===== config.mk =====
export PLATFORM = sky130hd
export DESIGN_NAME = conv_rtm_rd_flat
export DESIGN_NICKNAME = d
export VERILOG_FILES = /design/src/rtl/conv_rtm_rd_if.sv /design/src/rtl/conv_rtm_rd.sv /design/src/flat_wrapper.sv
export SDC_FILE = /design/constraint.sdc
export NUM_CORES = 2
export LEC_CHECK = 0
export CORE_MARGIN = 2
export CORE_UTILIZATION = 55
export CTS_CLUSTER_DIAMETER = 50
export DETAILED_ROUTE_END_ITERATION = 6
export DONT_BUFFER_PORTS = 1
export GPL_TIMING_DRIVEN = 0
export PLACE_DENSITY = 0.81
export SKIP_LAST_GASP = 1
export SYNTH_ARGS = -nofsm -noshare
export SYNTH_HDL_FRONTEND = slang
export SYNTH_MEMORY_MAX_BITS = 65536
export SYNTH_SLANG_ARGS = --single-unit

===== constraint.sdc =====
create_clock -name clk -period 8.3 [get_ports clk]
set_input_delay 1.245 -clock clk [delete_from_list [all_inputs] [get_ports clk]]
set_output_delay 1.245 -clock clk [all_outputs]
set_load 0.02 [all_outputs]

===== src/rtl/conv_rtm_rd_if.sv =====
// RTM read port plus the x stream towards the PE array.
// Lane count, lane bytes and RTM depth come from the `S, `R and `RTM_DEPTH macros.
`ifndef S
`define S 8
`endif
`ifndef R
`define R 2
`endif
`ifndef RTM_DEPTH
`define RTM_DEPTH 64
`endif

interface conv_rtm_rd_if;
    localparam int unsigned S_N    = `S;
    localparam int unsigned LANE_W = `R * 8;
    localparam int unsigned DW     = S_N * LANE_W;
    localparam int unsigned AW     = $clog2(`RTM_DEPTH);

    logic                rtm_rd_vld;
    logic [S_N-1:0]      rtm_rd_en;
    logic [S_N*AW-1:0]   rtm_rd_addr;
    logic [DW-1:0]       rtm_dout;
    logic [DW-1:0]       x_data;
    logic                x_vld;
    logic                x_last;
    logic                x_rdy;

    // Reader side: issues RTM reads and sources the x stream.
    modport master (
        output rtm_rd_vld, rtm_rd_en, rtm_rd_addr, x_data, x_vld, x_last,
        input  rtm_dout, x_rdy
    );

    // RTM and PE-array side.
    modport slave (
        input  rtm_rd_vld, rtm_rd_en, rtm_rd_addr, x_data, x_vld, x_last,
        output rtm_dout, x_rdy
    );
endinterface


===== src/rtl/conv_rtm_rd.sv =====
// RTM reader for the conv engine: walks w/x/h loops, issues credit-limited
// fixed-latency RTM reads and streams the returned rows to the PE array.
// Optional: CONV_RTM_RD_ZERO_MASK_EN zeroes x_data lanes that were not read.
`ifndef S
`define S 8
`endif
`ifndef R
`define R 2
`endif
`ifndef RTM_DEPTH
`define RTM_DEPTH 64
`endif

module conv_rtm_rd #(
    parameter int unsigned RD_LAT    = 2,
    parameter int unsigned BUF_DEPTH = 32
) (
    input  logic                           clk,
    input  logic                           rst_n,
    input  logic                           start_pulse,
    output logic                           done_pulse,
    input  logic [$clog2(`RTM_DEPTH)-1:0]  X_addr,
    input  logic [15:0]                    n_W_rnd_minus_1,
    input  logic [15:0]                    n_X_rnd_minus_1,
    input  logic [15:0]                    ifm_height,
    input  logic [7:0]                     n_last_batch,
    conv_rtm_rd_if.master                  bus
);
    localparam int unsigned S_N    = `S;
    localparam int unsigned LANE_W = `R * 8;
    localparam int unsigned DW     = S_N * LANE_W;
    localparam int unsigned AW     = $clog2(`RTM_DEPTH);
    localparam int unsigned PW     = $clog2(BUF_DEPTH);
    localparam int unsigned CW     = PW + 1;
    localparam int unsigned SW     = CW + 1;

    typedef enum logic [1:0] {IDLE, ISSUE, DRAIN} state_t;

    state_t          state_q, state_d;
    logic [AW-1:0]   xa_q, base_q, base_d, cur_xa, cur_base, iss_addr, rd_addr_q;
    logic [15:0]     nw_q, nx_q, ht_q, cur_nw, cur_nx, cur_ht;
    logic [15:0]     w_q, x_q, h_q, w_d, x_d, h_d;
    logic [7:0]      nlb_q, cur_nlb;
    logic [S_N-1:0]  lane_mask, iss_en, rd_en_q;
    logic            rd_vld_q, rd_last_q, iss, iss_last, done_q, done_d;
    logic            h_end, x_end, w_end, last_iss, credit_ok, drain_done;
    logic [RD_LAT-1:0] pv_q, pl_q;
    logic [CW-1:0]   out_q, occ_q;
    logic [PW-1:0]   wr_ptr_q, rd_ptr_q;
    logic            push_c, pop_c, x_vld_c;

    logic [DW-1:0]   buf_data [BUF_DEPTH];
    logic            buf_last [BUF_DEPTH];

    assign push_c  = pv_q[RD_LAT-1];
    assign x_vld_c = (occ_q != '0);
    assign pop_c   = x_vld_c && bus.x_rdy;

    // Loop walk, credit check and FSM next state; IDLE uses the live inputs so the first read issues on start.
    always_comb begin
        state_d  = state_q;
        iss      = 1'b0;
        done_d   = 1'b0;
        w_d      = w_q;
        x_d      = x_q;
        h_d      = h_q;
        base_d   = base_q;
        lane_mask = '0;

        cur_xa   = (state_q == IDLE) ? X_addr          : xa_q;
        cur_base = (state_q == IDLE) ? X_addr          : base_q;
        cur_nw   = (state_q == IDLE) ? n_W_rnd_minus_1 : nw_q;
        cur_nx   = (state_q == IDLE) ? n_X_rnd_minus_1 : nx_q;
        cur_ht   = (state_q == IDLE) ? ifm_height      : ht_q;
        cur_nlb  = (state_q == IDLE) ? n_last_batch    : nlb_q;

        for (int i = 0; i < S_N; i++) begin
            lane_mask[i] = (8'(i) < cur_nlb);
        end

        h_end     = (h_q == cur_ht - 16'd1);
        x_end     = (x_q == cur_nx);
        w_end     = (w_q == cur_nw);
        last_iss  = h_end && x_end && w_end;
        credit_ok = (SW'(out_q) + SW'(occ_q)) < SW'(BUF_DEPTH);
        drain_done = (out_q == '0) &&
                     ((occ_q == '0) || ((occ_q == CW'(1)) && pop_c));

        iss_addr = cur_base + AW'(h_q);
        iss_en   = x_end ? lane_mask : '1;
        iss_last = h_end;

        case (state_q)
            IDLE: begin
                if (start_pulse) begin
                    if (ifm_height == 16'd0) begin
                        state_d = DRAIN;
                    end else begin
                        iss     = 1'b1;
                        state_d = last_iss ? DRAIN : ISSUE;
                    end
                end
            end
            ISSUE: begin
                if (credit_ok) begin
                    iss = 1'b1;
                    if (last_iss) state_d = DRAIN;
                end
            end
            DRAIN: begin
                if (drain_done) begin
                    done_d  = 1'b1;
                    state_d = IDLE;
                end
            end
            default: state_d = IDLE;
        endcase

        if (iss) begin
            base_d = cur_base;
            if (last_iss) begin
                w_d = '0;
                x_d = '0;
                h_d = '0;
            end else if (h_end) begin
                h_d = '0;
                if (x_end) begin
                    x_d    = '0;
                    w_d    = w_q + 16'd1;
                    base_d = cur_xa;
                end else begin
                    x_d    = x_q + 16'd1;
                    base_d = cur_base + AW'(cur_ht);
                end
            end else begin
                h_d = h_q + 16'd1;
            end
        end
    end

    // State, instruction latch, counters, read request, latency pipe and buffer bookkeeping.
    always_ff @(posedge clk or negedge rst_n) begin
        if (!rst_n) begin
            state_q   <= IDLE;
            xa_q      <= '0;
            nw_q      <= '0;
            nx_q      <= '0;
            ht_q      <= '0;
            nlb_q     <= '0;
            w_q       <= '0;
            x_q       <= '0;
            h_q       <= '0;
            base_q    <= '0;
            rd_vld_q  <= 1'b0;
            rd_en_q   <= '0;
            rd_addr_q <= '0;
            rd_last_q <= 1'b0;
            pv_q      <= '0;
            pl_q      <= '0;
            out_q     <= '0;
            occ_q     <= '0;
            wr_ptr_q  <= '0;
            rd_ptr_q  <= '0;
            done_q    <= 1'b0;
        end else begin
            state_q <= state_d;
            if (state_q == IDLE && start_pulse) begin
                xa_q  <= X_addr;
                nw_q  <= n_W_rnd_minus_1;
                nx_q  <= n_X_rnd_minus_1;
                ht_q  <= ifm_height;
                nlb_q <= n_last_batch;
            end
            w_q       <= w_d;
            x_q       <= x_d;
            h_q       <= h_d;
            base_q    <= base_d;
            rd_vld_q  <= iss;
            rd_en_q   <= iss ? iss_en : '0;
            if (iss) begin
                rd_addr_q <= iss_addr;
                rd_last_q <= iss_last;
            end
            pv_q[0] <= rd_vld_q;
            pl_q[0] <= rd_last_q;
            for (int k = 1; k < RD_LAT; k++) begin
                pv_q[k] <= pv_q[k-1];
                pl_q[k] <= pl_q[k-1];
            end
            out_q    <= out_q + CW'(iss) - CW'(push_c);
            occ_q    <= occ_q + CW'(push_c) - CW'(pop_c);
            if (push_c) wr_ptr_q <= wr_ptr_q + PW'(1);
            if (pop_c)  rd_ptr_q <= rd_ptr_q + PW'(1);
            done_q   <= done_d;
        end
    end

    // Output buffer storage; written RD_LAT cycles after each read request.
    always_ff @(posedge clk) begin
        if (push_c) begin
            buf_data[wr_ptr_q] <= bus.rtm_dout;
            buf_last[wr_ptr_q] <= pl_q[RD_LAT-1];
        end
    end

`ifdef CONV_RTM_RD_ZERO_MASK_EN
    logic [RD_LAT-1:0][S_N-1:0] pm_q;
    logic [S_N-1:0]             buf_mask [BUF_DEPTH];
    logic [DW-1:0]              head_data;
    logic [S_N-1:0]             head_mask;

    // Lane-enable pipe running alongside the valid pipe.
    always_ff @(posedge clk or negedge rst_n) begin
        if (!rst_n) begin
            pm_q <= '0;
        end else begin
            pm_q[0] <= rd_en_q;
            for (int k = 1; k < RD_LAT; k++) begin
                pm_q[k] <= pm_q[k-1];
            end
        end
    end

    // Per-entry lane mask stored next to the data.
    always_ff @(posedge clk) begin
        if (push_c) buf_mask[wr_ptr_q] <= pm_q[RD_LAT-1];
    end

    assign head_data = buf_data[rd_ptr_q];
    assign head_mask = buf_mask[rd_ptr_q];
    for (genvar l = 0; l < S_N; l++) begin : g_zero
        assign bus.x_data[l*LANE_W +: LANE_W] =
            head_mask[l] ? head_data[l*LANE_W +: LANE_W] : '0;
    end
`else
    assign bus.x_data = buf_data[rd_ptr_q];
`endif

    assign bus.rtm_rd_vld  = rd_vld_q;
    assign bus.rtm_rd_en   = rd_en_q;
    assign bus.rtm_rd_addr = {S_N{rd_addr_q}};
    assign bus.x_vld       = x_vld_c;
    assign bus.x_last      = x_vld_c && buf_last[rd_ptr_q];
    assign done_pulse      = done_q;
endmodule


===== src/flat_wrapper.sv =====
// flat-port wrapper written by rule: the top's interface ports become plain ports
module conv_rtm_rd_flat 
#(
    parameter int unsigned RD_LAT    = 2,
    parameter int unsigned BUF_DEPTH = 32
)
  (clk, rst_n, start_pulse, done_pulse, X_addr, n_W_rnd_minus_1, n_X_rnd_minus_1, ifm_height, n_last_batch, bus_rtm_rd_vld, bus_rtm_rd_en, bus_rtm_rd_addr, bus_x_data, bus_x_vld, bus_x_last, bus_rtm_dout, bus_x_rdy);
  conv_rtm_rd_if bus_i ();
  input  logic clk;
  input  logic rst_n;
  input  logic start_pulse;
  output logic done_pulse;
  input  logic [$clog2(`RTM_DEPTH)-1:0] X_addr;
  input  logic [15:0] n_W_rnd_minus_1;
  input  logic [15:0] n_X_rnd_minus_1;
  input  logic [15:0] ifm_height;
  input  logic [7:0] n_last_batch;
  output wire logic [$bits(bus_i.rtm_rd_vld)-1:0] bus_rtm_rd_vld;
  output wire logic [$bits(bus_i.rtm_rd_en)-1:0] bus_rtm_rd_en;
  output wire logic [$bits(bus_i.rtm_rd_addr)-1:0] bus_rtm_rd_addr;
  output wire logic [$bits(bus_i.x_data)-1:0] bus_x_data;
  output wire logic [$bits(bus_i.x_vld)-1:0] bus_x_vld;
  output wire logic [$bits(bus_i.x_last)-1:0] bus_x_last;
  input wire logic [$bits(bus_i.rtm_dout)-1:0] bus_rtm_dout;
  input wire logic [$bits(bus_i.x_rdy)-1:0] bus_x_rdy;
  assign bus_rtm_rd_vld = bus_i.rtm_rd_vld;
  assign bus_rtm_rd_en = bus_i.rtm_rd_en;
  assign bus_rtm_rd_addr = bus_i.rtm_rd_addr;
  assign bus_x_data = bus_i.x_data;
  assign bus_x_vld = bus_i.x_vld;
  assign bus_x_last = bus_i.x_last;
  assign bus_i.rtm_dout = bus_rtm_dout;
  assign bus_i.x_rdy = bus_x_rdy;
  conv_rtm_rd #(.RD_LAT(RD_LAT), .BUF_DEPTH(BUF_DEPTH)) u_core (.clk(clk), .rst_n(rst_n), .start_pulse(start_pulse), .done_pulse(done_pulse), .X_addr(X_addr), .n_W_rnd_minus_1(n_W_rnd_minus_1), .n_X_rnd_minus_1(n_X_rnd_minus_1), .ifm_height(ifm_height), .n_last_batch(n_last_batch), .bus(bus_i));
endmodule

==> key figures <==
Synthesis
  • Syn avg cell area: 23.90 um^2
  • Dominant cell type by area after synthesis: edfxtp_1
  • #FFs+latches synth: 4289
  • Synth area leaders: edfxtp_1 (75%), mux4_2 (18%), dfrtp_1 (2.4%)
  • Net Count, Synth: 7178
  • Cells after synthesis: 6940
  • Dominant synthesized flop cell: edfxtp_1
  • Synth Cell Area: 0.1659 mm^2
  • Post-synth EDFFs: 4128
  • Synth cell types: 74
  • Async set-reset flop share out of synthesis: 0.03754
  • Register area share after synthesis: 0.7715
  • Synth top area share: 0.7472
  • Yosys Warn Count: 0

Clock tree
  • Clock Latency Late Sink: 1.02 ns
  • Clk sinks: 4289
  • Clock buffer count from CTS: 416
  • CTS resizes: 0
  • Clock root buffer: clkbuf_16
  • CTS clk-pin slew, worst paths: 0.07 ns
  • Clock buffer depth: 4
  • Max H-tree Level: 5
  • CTS tree: built

Timing
  • Final period demand of the worst path: 7.692 ns
  • Hold Fails Final Rpt: 0
  • Fmax: 130.0 MHz
  • RSZ-0062 raised after global routing: false
  • Post-route setup TNS: 0 ns
  • Relative slew slack: -0.1590
  • Slew @ Worst Pin: 1.738 ns
  • Fin Hold WS: 0.3152 ns
  • Final Skew: 0.09672 ns
  • Period utilization: 0.9268
  • # setup viols final: 0
  • Slew Limit Fails: 55

Floorplanning
  • Die ar.: 0.3060 mm^2
  • Rows: 201
  • I/O pins: 382
  • Starting Density: 0.5529
  • Die H: 553.2 um
  • Width of the chip: 553.2 um
  • Core Area: 0.3000 mm^2

Cells and area
  • Share of cells above drive strength 1: 0.3137
  • Most frequent cells in the layout: edfxtp_1 (4128), mux4_2 (1290), clkbuf_16 (420), clkbuf_1 (301), mux2_2 (187)
  • Area Growth Syn to Fin: 14.75%
  • Nets: 7838
  • Most common cell after layout, fill and taps aside: edfxtp_1

Detailed routing
  • Initial DRC count: 16580
  • Vias/cell: 7.597
  • Routed Antenna Nets: 0
  • WL final: 562.4 mm
  • DRC Markers: 5
  • First-pass DRT Iterations: 7
  • Mean routed wirelength per cell: 47.16 um
  • Routed vias: 90600

GRT
  • GR Overflow Total: 0
  • Gr usage total: 0.3627
  • First-pass GRT wire length: 754.2 mm
  • Number of global-route vias before repair: 89940
  • Initial antenna violation count: 24
  • Largest net degree at the start of global routing: 162

Outcome
  • Outcome: complete, but fails checks
  • Failing checks: design-rule violations, max-capacitance violations, max-slew violations

Placed design
  • Hpwl dp: 308.4 mm
  • I/O Buffers: 0
  • GPL Wtd Cong: 0.9097

Power and ir drop
  • Sw power: 22.47 mW
  • Int Power: 43.87 mW
  • Gate power share: 0.322
  • Sequential share of power: 0.378
  • Switching part of the total: 0.3386
  • Pwr per Cell Area: 348.5 mW/mm^2
  • Peak supply drop: 0.2532 mV
  • LEAKAGE: 60.16 nW
  • Clock share of power: 0.301

Critical path
  • Critical path class: flip-flop to output port
  • CP endpoint kind: output port
  • Reg-to-reg startpoint: u_core.state_q[1]$_DFFE_PN0P_
  • Crit Path Max Fanout: 10
  • Critical Path RT: 7.05 ns
  • Critical path arrival: 6.45 ns
  • Critical Path Source Type: flip-flop
  • Crit. Startpoint: u_core.rd_ptr_q[0]$_DFFE_PN0P_

Hold path
  • Hold WC Path Type: input pin to asynchronous set/reset pin

Run
  • Max cap viols: 5
==> synthesized netlist by cell type (all sizes together) (6+ instances only) <==
master   number
xnor2        39
a2111oi       6
inv          67
a221oi       18
and4          6
a21o          9
nand3        21
a21oi        53
a22o          7
dfrtp       161
o21bai        8
o21a          7
mux2        187
and2         19
mux2i        19
or4           8
a31o          6
clkbuf      286
a211oi        8
or2          11
nand4        22
o31ai        14
xor2         36
nor3         29
ha           40
buf         106
nor2         77
or3           6
nand2        67
and3         17
nor2b        25
edfxtp     4128
o21ai        56
mux4       1290
nand2b       10
nor4         13
==> cells by family after synthesis <==
kind of cell,after synthesis,synth area share
AOI/OAI and AO/OA,224,0.008968
adders and majority gates,44,0.003500
muxes,1496,0.1890
buffers and inverters,459,0.01162
xor gates and xnor gates,75,0.003960
and+or+nand+nor,353,0.01147
DFF,4289,0.7715
==> metal layers <==
metal | share of wire | up-vias | wire, um | global-route usage
met4 | 0.10 | 14 | 56680 | 0.2849
li1 | - | 31060 | - | -
met2 | 0.48 | 10510 | 268700 | 0.5788
met1 | 0.28 | 46230 | 158400 | 0.4081
met5 | 0.00017 | - | 95 | 0.004532
met3 | 0.14 | 2795 | 78560 | 0.1113
==> power by group through the flow <==
| stage | clock (mW) | sequential [mW] | combinational [mW] |
|---|---|---|---|
| floorplan | 0 | 25.4 | 12.7 |
| global placement | 0 | 25.7 | 18.7 |
| detailed placement | 0 | 25.4 | 19.9 |
| CTS | 19.8 | 25.0 | 20.8 |
| global route | 20.4 | 25.1 | 21.5 |
| finish | 20.0 | 25.0 | 21.3 |
==> critical path, cell delays in order, from the launching register on <==
cell	delay, ns
dfrtp_1	0.37
clkbuf_1	0.34
clkbuf_2	0.73
clkbuf_1	1.02
buf_1	0.70
mux4_2	0.62
mux4_2	0.48
mux2i_1	0.89
nor2_1	0.30
==> timing repair <==
action | CTS | global route
setup buffers | 0 | 0
hold buffers | 1 | 0
hold endpoints to repair | 161 | 0
==> flip-flops by register name, summed over array words and instances, names as in the netlist, 8 cells and up <==
name,cells
u_core.w_q,16
u_core.nlb_q,8
u_core.ht_q,16
u_core.bus.rtm_rd_en,8
u_core.h_q,16
u_core.x_q,16
u_core.nx_q,16
u_core.buf_data,4096
u_core.buf_last,32
u_core.nw_q,16
==> metrics by stage <==
step / power, mW / instances / setup WS, ns / utilization / area (um^2)
6_report: 66.34 / 11930 / 0.6080 / 0.6345 / 190400
5_1_grt: 66.96 / 11920 / 0.3880 / 0.6345 / 190400
4_1_cts: 65.63 / 11900 / 0.7235 / 0.6340 / 190200
3_5_place_dp: 45.26 / 11140 / 1.821 / 0.5878 / 176300
3_3_place_gp: 44.45 / 10900 / -7.134 / 0.5694 / 170800
2_1_floorplan: 38.09 / 6940 / 1.266 / - / 165900
==> final timing paths <==
path	slack (ns)	end	cells past startpoint
max in group asynchronous	7.31	u_core.occ_q[0]$_DFF_PN0_	1
min in group clk	0.32	u_core.buf_data[1][5]$_DFFE_PP_	0
min reg2reg	0.35	u_core.pv_q[1]$_DFF_PN0_	0
max	0.61	bus_x_last	8
max reg2reg	2.61	u_core.w_q[13]$_DFFE_PN0P_	17
min	0.32	u_core.nx_q[3]$_DFFE_PN0P_	1
==> final cells by class <==
| cell class | count | area (um^2) |
|---|---|---|
| Clock inverter | 278 | 3037 |
| Clock buffer | 486 | 10820 |
| Timing Repair Buffer | 242 | 5313 |
| Fill cell | 17700 | 109700 |
| Antenna cell | 22 | 55.05 |
| Inverter | 67 | 251.5 |
| Multi-Input combinational cell | 2192 | 36220 |
| Buffer | 392 | 1739 |
| Sequential cell | 4289 | 128000 |
| Tap cell | 3958 | 4952 |
No activity file was read; power rests on OpenSTA's default activity.
